`config.mk`:
```
export PLATFORM = sky130hd
export DESIGN_NAME = four_bit_modified_comparator
export DESIGN_NICKNAME = d
export VERILOG_FILES = /design/src/rtl/four_bit_modified_comparator.sv
export SDC_FILE = /design/constraint.sdc
export NUM_CORES = 1
export LEC_CHECK = 0
export BUFFER_PORTS_ARGS = -buffer_cell sky130_fd_sc_hd__buf_4
export CORE_AREA = 2 2 39 41
export CTS_CLUSTER_DIAMETER = 80
export CTS_CLUSTER_SIZE = 12
export DETAILED_ROUTE_END_ITERATION = 8
export DIE_AREA = 0 0 41 43
export PLACE_DENSITY = 0.38
export SYNTH_ARGS = -nofsm -noshare
export SYNTH_HDL_FRONTEND = slang
export SYNTH_SLANG_ARGS = --single-unit
```
`constraint.sdc`:
```
create_clock -name clk -period 1 [get_ports clk]
set_input_delay 0.05 -clock clk [delete_from_list [all_inputs] [get_ports clk]]
set_output_delay 0.05 -clock clk [all_outputs]
set_load 0.02 [all_outputs]
```
`src/rtl/four_bit_modified_comparator.sv`:
```
// Registered 4-bit unsigned max-select: MSB-first cascaded comparator feeding a 2:1 mux and output register.
// R = max(A, B) one clock after the operands are presented; ties select A.
module four_bit_modified_comparator (
  input  logic       clk,
  input  logic       rst_n,
  input  logic [3:0] A,
  input  logic [3:0] B,
  output logic [3:0] R
);

  logic [3:0] gt;
  logic [3:0] eq;
  logic [3:0] gt_term;
  logic       a_gt_b;
  logic       a_eq_b;
  logic       a_lt_b;
  logic [3:0] r_next;
  logic [3:0] r_reg;

  genvar gi;
  generate
    for (gi = 0; gi < 4; gi++) begin : g_slice
      assign gt[gi] = A[gi] & ~B[gi];
      assign eq[gi] = ~(A[gi] ^ B[gi]);
    end

    // A slice only decides the compare when every more-significant slice is equal.
    assign gt_term[3] = gt[3];
    for (gi = 0; gi < 3; gi++) begin : g_cascade
      assign gt_term[gi] = gt[gi] & (&eq[3:gi+1]);
    end
  endgenerate

  assign a_gt_b = |gt_term;
  assign a_eq_b = &eq;
  assign a_lt_b = ~a_gt_b & ~a_eq_b;

  assign r_next = a_lt_b ? B : A;

  always_ff @(posedge clk) begin
    if (!rst_n) begin
      r_reg <= 4'b0000;
    end else begin
      r_reg <= r_next;
    end
  end

  assign R = r_reg;

endmodule

```
==> results by group <==
Drt
  – Drt wl/cell: ~8.5 um
  – Iteration-0 DRC Markers: 1
  – Vias/cell: 3.968
  – Remaining DRCs: 0
  – Number of routed nets with antenna violations: 0
  – Vias: 246
  – TritonRoute pass-1 iters: 2
  – Final wirelength: 525 um

STA
  – Final Setup Violations: 0
  – Least-Margin Pin Slew: 0.2044 ns
  – Period utilization: 90.42%
  – Max-slew headroom: 86.27%
  – Unrepaired setup endpoints after global routing: no
  – Total negative slack: 0 ns
  – Final Slew Violations: 0
  – Final min period: 0.9042 ns
  – Fmax: 1.106 GHz
  – Final Hold Fails: 0

Pwr
  – Int Pwr: 0.3946 mW
  – Seq pwr share: 33.8%
  – Comb pwr share: just under 30%
  – Worst vdd ir: roughly 0.22 mV
  – Psw: 0.1426 mW
  – Pwr dens: roughly 1400 mW/mm^2
  – P_leak: 0.2148 nW
  – Clk pwr share: a little under two fifths
  – Sw frac: 26.55%

Global route
  – Largest net degree at the start of global routing: 9
  – Initial antenna violation count: 0
  – GRT Resource Usage Total: between 7 and 8%
  – Vias in the first global route: 266
  – First-pass GRT wire length: slightly above 900 um
  – Overflow left after global routing: 0

Clock network
  – Root Driver: clkbuf_4
  – Longest Clk Path Bufs: 2
  – CTS sink count: 4
  – CTS tree: built
  – Clock buffers created by TritonCTS: 3
  – Htree depth: 1
  – CTS clk-pin slew, worst paths: 0.04 ns

Layout
  – Post-layout util: around 28%
  – Number of flip-flops in the largest register: 4
  – Layout cells sized above 1: between 30 and 40%
  – # nets final: between 60 and 70
  – Most common cell after layout, fill and taps aside: buf_4
  – Ant diodes: 0
  – Area grow syn2layout: 57.50%
  – Most frequent cells in the layout: 14 x buf_4, 8 x nand2_1, 5 x inv_1

Logic synthesis
  – Synth Warn #: 0
  – Top cells by area, synth: dfxtp_1 32%, ha_1 20%, mux2i_1 16%
  – Syn_nets: 44
  – Avg Cell Area, Syn: 8.341 sq um
  – Seq cells post-synth: 4
  – Post-synth cell types: 9
  – Top cell type by total area after synthesis: dfxtp_1
  – Synthesized cell area: 250.2 sq um
  – Post-synth top area share: 32.00%
  – Sequential share of the synthesized area: 32.00%
  – Synth Instances: 30

Critical path
  – WP data required: 1.11 ns
  – Worst Setup End Kind: register
  – Number of cells on the critical path: 6
  – Critical path's most frequent cell: buf_4
  – Crit path kind: in -> reg
  – Crit path cell chain: buf_4 > ha_1 > o21ai_1 > a22oi_2 > buf_4 > mux2i_1
  – Largest stage delay, worst path: 0.28 ns
  – Setup crit start kind: input pin
  – Worst path bufs/invs: 2
  – Top delay family on crit path: adder cells
  – CP arrival: 1.02 ns
  – CP max-delay cell: ha_1
  – Peak fanout along the critical path: 4

Die
  – Die ar.: 0.001763 sq mm
  – Die width: 41 um
  – Num rows: 14
  – Initial Utilization: 18.08%
  – I/O pin total: 14
  – Die Y: 43 um
  – Core area: 0.001384 sq mm

Flow run
  – Maxcap violations: 0

Placed design
  – Final GP Congestion: 0.6958
  – Port Buf Inserts: 13

Outcome
  – Status: finished, final reports clean

Worst hold path
  – WHS Path Cells: 3
  – HP Class: in -> reg
[kinds of logic (layout without fill, tap and decap cells)]
group | count (synthesis) | count (layout) | share of synthesized area, %
buffers and inverters | 6 | 22 | 8.999
AOI/OAI and AO/OA | 3 | 3 | 8.999
muxes | 4 | 4 | 16.00
and+or+nand+nor | 9 | 9 | 14.00
DFF | 4 | 4 | 32.00
adders and majority gates | 4 | 4 | 20.00
[path summary, 6_finish.rpt]
check	startpoint	endpoint	slack (ns)
max	A[0]	R[1]	0.1
min	B[3]	R[3]	0.08
[cell usage after synthesis]
cell type	number
nor3_1	1
ha_1	4
mux2i_1	4
nand2_1	8
inv_1	5
a22oi_2	1
buf_1	1
o21ai_0	2
dfxtp_1	4
[per-layer routing]
layer  up-vias  global-route usage [%]  share of wire, %
li1        129                       -                 -
met1       111                   8.571                40
met5         -                       0                 0
met4         0                   7.333                 0
met2         6                   11.56                54
met3         0                   1.571               5.7
[power groups by stage]
stage | logic [mW] | registers [mW] | clock network [mW]
after floorplan | 0.0606 | 0.207 | 0
after global placement | 0.149 | 0.185 | 0
after detailed placement | 0.152 | 0.184 | 0
after CTS | 0.152 | 0.182 | 0.206
after global routing | 0.177 | 0.184 | 0.215
final | 0.158 | 0.182 | 0.197
[stage by stage]
step	instance area, sq um	setup WS, ns	instances	hold WS, ns	total power [mW]
after floorplan	250.2	0.03671	30	0.1888	0.2675
after global placement	364.1	-0.1754	58	0.3269	0.3340
after detailed placement	364.1	-0.2140	58	0.3242	0.3362
after CTS	386.6	0.03024	61	0.07737	0.5401
after global routing	394.1	0.01946	62	0.08727	0.5757
final	394.1	0.09581	62	0.07986	0.5373
[timing repair]
item	CTS	global route
resized for setup	0	1
hold buffers	0	0
endpoints found under the setup margin	0	3
buffers inserted	0	1
[final cells by class]
| cell class | instances | area (sq um) |
|---|---|---|
| well taps | 16 | 20.02 |
| repair buffers | 14 | 105.1 |
| fillers | 146 | 989.7 |
| clock buffers | 3 | 22.52 |
| multi-input cells | 20 | 147.6 |
| flip-flops and latches | 4 | 80.08 |
| inverters | 5 | 18.77 |
(Power assumes the default switching activity.)
